## config.mk

```make
export PLATFORM = sky130hd
export DESIGN_NAME = keypad_entry_flat
export DESIGN_NICKNAME = d
export VERILOG_FILES = /design/src/rtl/keypad_entry_if.sv /design/src/rtl/keypad_entry.sv /design/src/flat_wrapper.sv
export SDC_FILE = /design/constraint.sdc
export NUM_CORES = 1
export LEC_CHECK = 0
export CELL_PAD_IN_SITES_DETAIL_PLACEMENT = 1
export CELL_PAD_IN_SITES_GLOBAL_PLACEMENT = 2
export CORE_ASPECT_RATIO = 1.4
export CORE_MARGIN = 8
export CORE_UTILIZATION = 31
export CTS_BUF_LIST = sky130_fd_sc_hd__clkbuf_16
export DETAILED_ROUTE_END_ITERATION = 16
export PLACE_DENSITY_LB_ADDON = 0.1
export SLEW_MARGIN = 20
export SYNTH_ARGS = -nofsm -noshare
export SYNTH_HDL_FRONTEND = slang
export SYNTH_SLANG_ARGS = --single-unit
```

## constraint.sdc

```tcl
create_clock -name CLK -period 3.9 [get_ports CLK]
set_input_delay 0.975 -clock CLK [delete_from_list [all_inputs] [get_ports CLK]]
set_output_delay 0.975 -clock CLK [all_outputs]
set_load 0.02 [all_outputs]
```

## src/rtl/keypad_entry_if.sv

```systemverilog
// rtl/keypad_entry_if.sv - scanner key input and dispenser quantity handshake bundle
interface keypad_entry_if;
  logic [3:0]  key_code;
  logic        key_valid;
  logic        amount_ack;
  logic [11:0] bcd;
  logic [1:0]  ndigits;
  logic [9:0]  amount;
  logic        amount_valid;
  logic        key_stb;
  logic [3:0]  key_last;
  logic        err;

  modport master (
    output key_code, key_valid, amount_ack,
    input  bcd, ndigits, amount, amount_valid, key_stb, key_last, err
  );

  modport slave (
    input  key_code, key_valid, amount_ack,
    output bcd, ndigits, amount, amount_valid, key_stb, key_last, err
  );
endinterface

```

## src/rtl/keypad_entry.sv

```systemverilog
// rtl/keypad_entry.sv - debounced keypad events building a 3-digit quantity with valid/ack hand-off
module keypad_entry #(
  parameter int DEBOUNCE_CYCLES = 20000
) (
  input logic           CLK,
  input logic           RST_N,
  keypad_entry_if.slave kp
);
  localparam int CW = $clog2(DEBOUNCE_CYCLES + 1);
  localparam logic [CW-1:0] CNT_LAST = CW'(DEBOUNCE_CYCLES);
  localparam logic [CW-1:0] CNT_ONE  = CW'(1);

  localparam logic [1:0] WAIT_PRESS   = 2'd0;
  localparam logic [1:0] DEB_PRESS    = 2'd1;
  localparam logic [1:0] WAIT_RELEASE = 2'd2;
  localparam logic [1:0] DEB_RELEASE  = 2'd3;

  logic [1:0]    state, state_nx;
  logic [CW-1:0] cnt, cnt_nx, cnt_inc;
  logic [3:0]    cap, cap_nx;
  logic          accept;

  logic [11:0] bcd_q, bcd_nx, bcd_base;
  logic [1:0]  nd_q, nd_nx, nd_base;
  logic [9:0]  amt_q, amt_nx;
  logic        av_q, av_nx, av_base;
  logic        err_nx, ack_hit;

  assign cnt_inc = cnt + CNT_ONE;
  assign accept  = (state == DEB_PRESS) && kp.key_valid && (kp.key_code == cap) &&
                   (cnt_inc == CNT_LAST);

  always_comb begin
    state_nx = state;
    cnt_nx   = cnt;
    cap_nx   = cap;
    case (state)
      WAIT_PRESS: begin
        if (kp.key_valid) begin
          cap_nx   = kp.key_code;
          cnt_nx   = CNT_ONE;
          state_nx = DEB_PRESS;
        end
      end
      DEB_PRESS: begin
        if (!kp.key_valid) begin
          state_nx = WAIT_PRESS;
        end else if (kp.key_code != cap) begin
          cap_nx = kp.key_code;
          cnt_nx = CNT_ONE;
        end else begin
          cnt_nx = cnt_inc;
          if (cnt_inc == CNT_LAST) state_nx = WAIT_RELEASE;
        end
      end
      WAIT_RELEASE: begin
        if (!kp.key_valid) begin
          cnt_nx   = CNT_ONE;
          state_nx = DEB_RELEASE;
        end
      end
      DEB_RELEASE: begin
        if (kp.key_valid) begin
          state_nx = WAIT_RELEASE;
        end else begin
          cnt_nx = cnt_inc;
          if (cnt_inc == CNT_LAST) state_nx = WAIT_PRESS;
        end
      end
      default: state_nx = WAIT_PRESS;
    endcase
  end

  // An ack on the same edge as a key clears the buffer first; the key then sees the cleared state.
  always_comb begin
    ack_hit  = kp.amount_ack && av_q;
    bcd_base = ack_hit ? 12'h000 : bcd_q;
    nd_base  = ack_hit ? 2'd0 : nd_q;
    av_base  = ack_hit ? 1'b0 : av_q;
    bcd_nx   = bcd_base;
    nd_nx    = nd_base;
    av_nx    = av_base;
    amt_nx   = amt_q;
    err_nx   = 1'b0;
    if (accept) begin
      if (cap <= 4'd9) begin
        if (av_base || nd_base == 2'd3) begin
          err_nx = 1'b1;
        end else begin
          bcd_nx = {bcd_base[7:0], cap};
          nd_nx  = nd_base + 2'd1;
        end
      end else begin
        case (cap)
          4'hA: begin
            if (nd_base == 2'd0 || av_base) begin
              err_nx = 1'b1;
            end else begin
              amt_nx = 10'(bcd_base[11:8]) * 10'd100 + 10'(bcd_base[7:4]) * 10'd10 +
                       10'(bcd_base[3:0]);
              av_nx  = 1'b1;
            end
          end
          4'hB: begin
            if (av_base) begin
              err_nx = 1'b1;
            end else if (nd_base != 2'd0) begin
              bcd_nx = {4'h0, bcd_base[11:4]};
              nd_nx  = nd_base - 2'd1;
            end
          end
          4'hC: begin
            bcd_nx = 12'h000;
            nd_nx  = 2'd0;
            av_nx  = 1'b0;
          end
          default: ;
        endcase
      end
    end
  end

  always_ff @(posedge CLK) begin
    if (!RST_N) begin
      state       <= WAIT_PRESS;
      cnt         <= '0;
      cap         <= 4'h0;
      bcd_q       <= 12'h000;
      nd_q        <= 2'd0;
      amt_q       <= 10'd0;
      av_q        <= 1'b0;
      kp.key_stb  <= 1'b0;
      kp.key_last <= 4'h0;
      kp.err      <= 1'b0;
    end else begin
      state      <= state_nx;
      cnt        <= cnt_nx;
      cap        <= cap_nx;
      bcd_q      <= bcd_nx;
      nd_q       <= nd_nx;
      amt_q      <= amt_nx;
      av_q       <= av_nx;
      kp.key_stb <= accept;
      kp.err     <= err_nx;
      if (accept) kp.key_last <= cap;
    end
  end

  assign kp.bcd          = bcd_q;
  assign kp.ndigits      = nd_q;
  assign kp.amount       = amt_q;
  assign kp.amount_valid = av_q;
endmodule

```

## src/flat_wrapper.sv

```systemverilog
// flat-port wrapper written by rule: the top's interface ports become plain ports
module keypad_entry_flat 
#(
  parameter int DEBOUNCE_CYCLES = 20000
)
  (CLK, RST_N, kp_key_code, kp_key_valid, kp_amount_ack, kp_bcd, kp_ndigits, kp_amount, kp_amount_valid, kp_key_stb, kp_key_last, kp_err);
  keypad_entry_if kp_i ();
  input logic CLK;
  input logic RST_N;
  input wire logic [$bits(kp_i.key_code)-1:0] kp_key_code;
  input wire logic [$bits(kp_i.key_valid)-1:0] kp_key_valid;
  input wire logic [$bits(kp_i.amount_ack)-1:0] kp_amount_ack;
  output wire logic [$bits(kp_i.bcd)-1:0] kp_bcd;
  output wire logic [$bits(kp_i.ndigits)-1:0] kp_ndigits;
  output wire logic [$bits(kp_i.amount)-1:0] kp_amount;
  output wire logic [$bits(kp_i.amount_valid)-1:0] kp_amount_valid;
  output wire logic [$bits(kp_i.key_stb)-1:0] kp_key_stb;
  output wire logic [$bits(kp_i.key_last)-1:0] kp_key_last;
  output wire logic [$bits(kp_i.err)-1:0] kp_err;
  assign kp_i.key_code = kp_key_code;
  assign kp_i.key_valid = kp_key_valid;
  assign kp_i.amount_ack = kp_amount_ack;
  assign kp_bcd = kp_i.bcd;
  assign kp_ndigits = kp_i.ndigits;
  assign kp_amount = kp_i.amount;
  assign kp_amount_valid = kp_i.amount_valid;
  assign kp_key_stb = kp_i.key_stb;
  assign kp_key_last = kp_i.key_last;
  assign kp_err = kp_i.err;
  keypad_entry #(.DEBOUNCE_CYCLES(DEBOUNCE_CYCLES)) u_core (.CLK(CLK), .RST_N(RST_N), .kp(kp_i));
endmodule
```

==> summary.txt <==
Yosys
  • Top FF cell, synth: dfxtp_1
  • Synth Register Bits: 52
  • Simple-gate share of the synthesized area: 0.2499
  • Mux contribution to synthesized area: 0.03269
  • Synth warn: 0
  • Netlist cell types: 71
  • Yosys top cell by area: dfxtp_1
  • Asr flop ratio synth: 0
  • Syn Std Cell Area: 0.003675 mm²
  • Sequential fraction of the synthesis area: 0.2833
  • Synth top area cells: dfxtp_1, ha_1, nand2_1
  • Mapped Avg Cell Area: 8.277 µm²
  • Post-synth net total: 483
  • Post-synthesis cell count: 444
  • Largest family of logic cells by synthesized area: simple AND/OR/NAND/NOR gates
  • Post-synthesis compound-gate area fraction: 0.2135
  • Synth top area share: 0.2833
  • Post-Synth XOR/XNOR Area: 0.04733
  • EDFF count, synth: 0
  • Synth Area in Adders: 0.1137

Floorplanning
  • Die Wd: 108.0 µm
  • Vert. Die Dim: 144.8 µm
  • # rows: 47
  • Ports: 39
  • Core Box Area: 0.01170 mm²
  • Die area: 0.01564 mm²
  • Starting density of the core: 0.3140

Detailed routing
  • Antenna Nets Post-Route: 0
  • Vias per cell: 5.331
  • DRT iter0 DRCs: 115
  • Final wirelength: 11630 µm
  • DR pass1 iterations: 4
  • # DRC: 0
  • Via count: 3460
  • DR WL/cell: 17.91 µm

Timing
  • Final slew viol count: 0
  • Setup violators final: 0
  • Minimum clock period: 3.694 ns
  • Clk_skew: 0.006459 ns
  • Fmax: 270.7 MHz
  • Period Utilization, post-route: 0.9473
  • Worst-Margin Slew: 0.8144 ns
  • Final hold vios: 0
  • Min setup slack post-route: 0.2056 ns
  • Unrepaired setup endpoints after global routing: no
  • Relative slew slack: 0.4547
  • Final hold slack: 0.4669 ns
  • TNS Setup: 0 ns

Place
  • Gpl congestion: 0.7952
  • DP HPWL: 8868 µm
  • Port bufs: 38
  • Post-place setup slack: -0.5536 ns

Power and ir drop
  • Leakage: 1.922 nW
  • Maximum vdd drop: 146.7 µV
  • Power Density: 237.0 mW/mm²

Critical path
  • CP dominant cell by count: buf_4
  • Worst-path fanout max: 9
  • Critical path launch point type: input pin
  • Worst path buffer plus inverter count: 6
  • Worst EP required: 4.07 ns
  • CP delay by family, top: buffers and inverters
  • CP max stage cell: fa_1
  • Type of the worst setup path: in2reg
  • Crit path DAT: 3.87 ns
  • Critical Path End Type: flop
  • Internal reg-to-reg setup slack: 0.70 ns
  • Max stage delay on crit path: 0.60 ns
  • Crit path cell chain: dlygate4sd2_1, nand2_2, buf_4, buf_4, nand2_2, fa_1, inv_1, ha_1, a21o_1, a221o_1, buf_4, buf_4, nor3_1, nor2_1, nand2_1, mux2i_1

Layout
  • Area growth syn-to-layout: 28.43%
  • ANT cells: 0
  • Nets: 540
  • Filler cells: 1405
  • Commonest non-fill, non-tap cell in the layout: dfxtp_1
  • Layout cells sized above 1: 0.1633
  • Most frequent cells in the layout: dfxtp_1, nand2_1, nor2_1, buf_4, clkdlybuf4s50_1

CTS
  • Clk_lat worst skew: 0.29 ns
  • CTS clk-pin slew, worst paths: 0.07 ns
  • Clk Tree Root Cell: clkbuf_16
  • Clock Path Buffers: 2
  • CTS sink count: 52
  • H-tree Lvls: 2
  • CTS Buf Count: 5
  • Hold_buf cts: 0
  • CTS tree: done

Global routing
  • Vias in the first global route: 3555
  • Largest net degree at the start of global routing: 32
  • All-Layer GR Usage: 0.1526
  • Gr ovfl total: 0
  • Met2 Use GR: 0.2832
  • First-pass GRT wire length: 18800 µm
  • Met3 Usage GRT: 0.02261
  • Most used routing layer in global routing: met2
  • Met1 Resource Use GR: 0.1744
  • Initial antenna violation count: 0

Run status
  • Status: complete, no violations

Worst hold path
  • Hold Crit Class: reg2reg

Run
  • Max Cap Viol: 0
[report_power, final]
group,leakage [nW],internal [W],switching (W),total (W)
clock network,0.0856,0.000304,0.000210,0.000513
logic,1.42,0.0000253,0.0000348,0.0000601
registers,0.420,0.000534,0.0000109,0.000545
[repair_timing]
action | in CTS | in global routing
pin swaps | 9 | 1
setup endpoints to repair | 3 | 1
setup buffers | 2 | 0
cloned | 0 | 0
gates resized for setup | 16 | 0
[cells by family (layout without fill, tap and decap cells)]
group | after synthesis | count (layout)
adder cells (fa/ha/maj) | 31 | 31
multiplexers | 12 | 12
AO/OA/AOI/OAI | 111 | 111
buffers and inverters | 50 | 108
AND/OR/NAND/NOR | 169 | 169
flip-flops | 52 | 52
XOR/XNOR | 19 | 19
[final timing paths]
| kind | startpoint | to | cells after the start |
|---|---|---|---|
| min reg2reg | u_core.kp.amount[7] | u_core.kp.amount[7] | 2 |
| max reg2reg | u_core.kp.amount_valid | u_core.kp.amount[8] | 12 |
| max | kp_amount_ack | u_core.kp.amount[7] | 16 |
| min | u_core.kp.amount[7] | u_core.kp.amount[7] | 2 |
[layout make-up]
type,count,area (µm²),area share
Clock buffer,5,125.1,0.02651
Clock inverter,3,42.54,0.009014
Inverter,21,78.83,0.01670
Sequential cell,52,1041,0.2206
Multi-Input combinational cell,342,2545,0.5392
Tap cell,147,183.9,0.03897
Timing Repair Buffer,79,703.2,0.1490
[routing by layer]
metal  vias up  share of wire
met5         -              0
met4         0          0.011
met3        10          0.024
met2        32           0.54
met1      1703           0.42
li1       1715              -
[metrics by stage]
step	utilization	area (µm²)	cells	total power (W)
CTS	0.4033	4720	649	0.001146
floorplan	-	3682	444	0.0005886
detailed placement	0.3770	4412	639	0.0006186
global placement	0.3770	4412	639	0.0006175
global route	0.4033	4720	649	0.001178
finish	0.4033	4720	649	0.001119
[sequential cells by signal, summed over array words and instances, names as in the netlist, named ones only]
register and count:
u_core.kp.err 1, u_core.kp.key_last 4, u_core.kp.amount_valid 1, u_core.kp.key_stb 1, u_core.kp.ndigits 2, u_core.state 1
u_core.cap 4, u_core.kp.bcd 12, u_core.kp.amount 10, u_core.cnt 15
[synth_stat cells (all sizes together), types with 2 or more instances]
library cell	instances
and4b	2
a221oi	2
nand4b	3
nor3	12
and4	2
inv	21
o31ai	5
xor2	8
o21ai	21
and2	5
o211ai	4
clkbuf	17
o21a	11
and3	7
a21o	3
nand3	15
o41ai	2
o22ai	12
xnor2	11
a21oi	26
nand3b	2
nor2b	8
a31oi	4
nand4	7
a211o	2
a2111oi	2
nor2	40
a222oi	2
dfxtp	52
fa	4
a311oi	3
mux2i	12
ha	27
nor4	5
nand2	52
buf	12
nor4b	2
a211oi	4
[worst reg2reg max path, stage by stage, from the launching register on]
cell     delay [ns]
dfxtp_1        0.43
nand2_2        0.15
buf_6          0.16
nand2_1        0.08
inv_1          0.09
buf_4          0.14
ha_1           0.30
fa_1           0.53
ha_4           0.18
ha_1           0.35
and4b_1        0.22
o41ai_1        0.33
mux2i_1        0.11
Note: power is estimated with default switching activity, not from simulation.
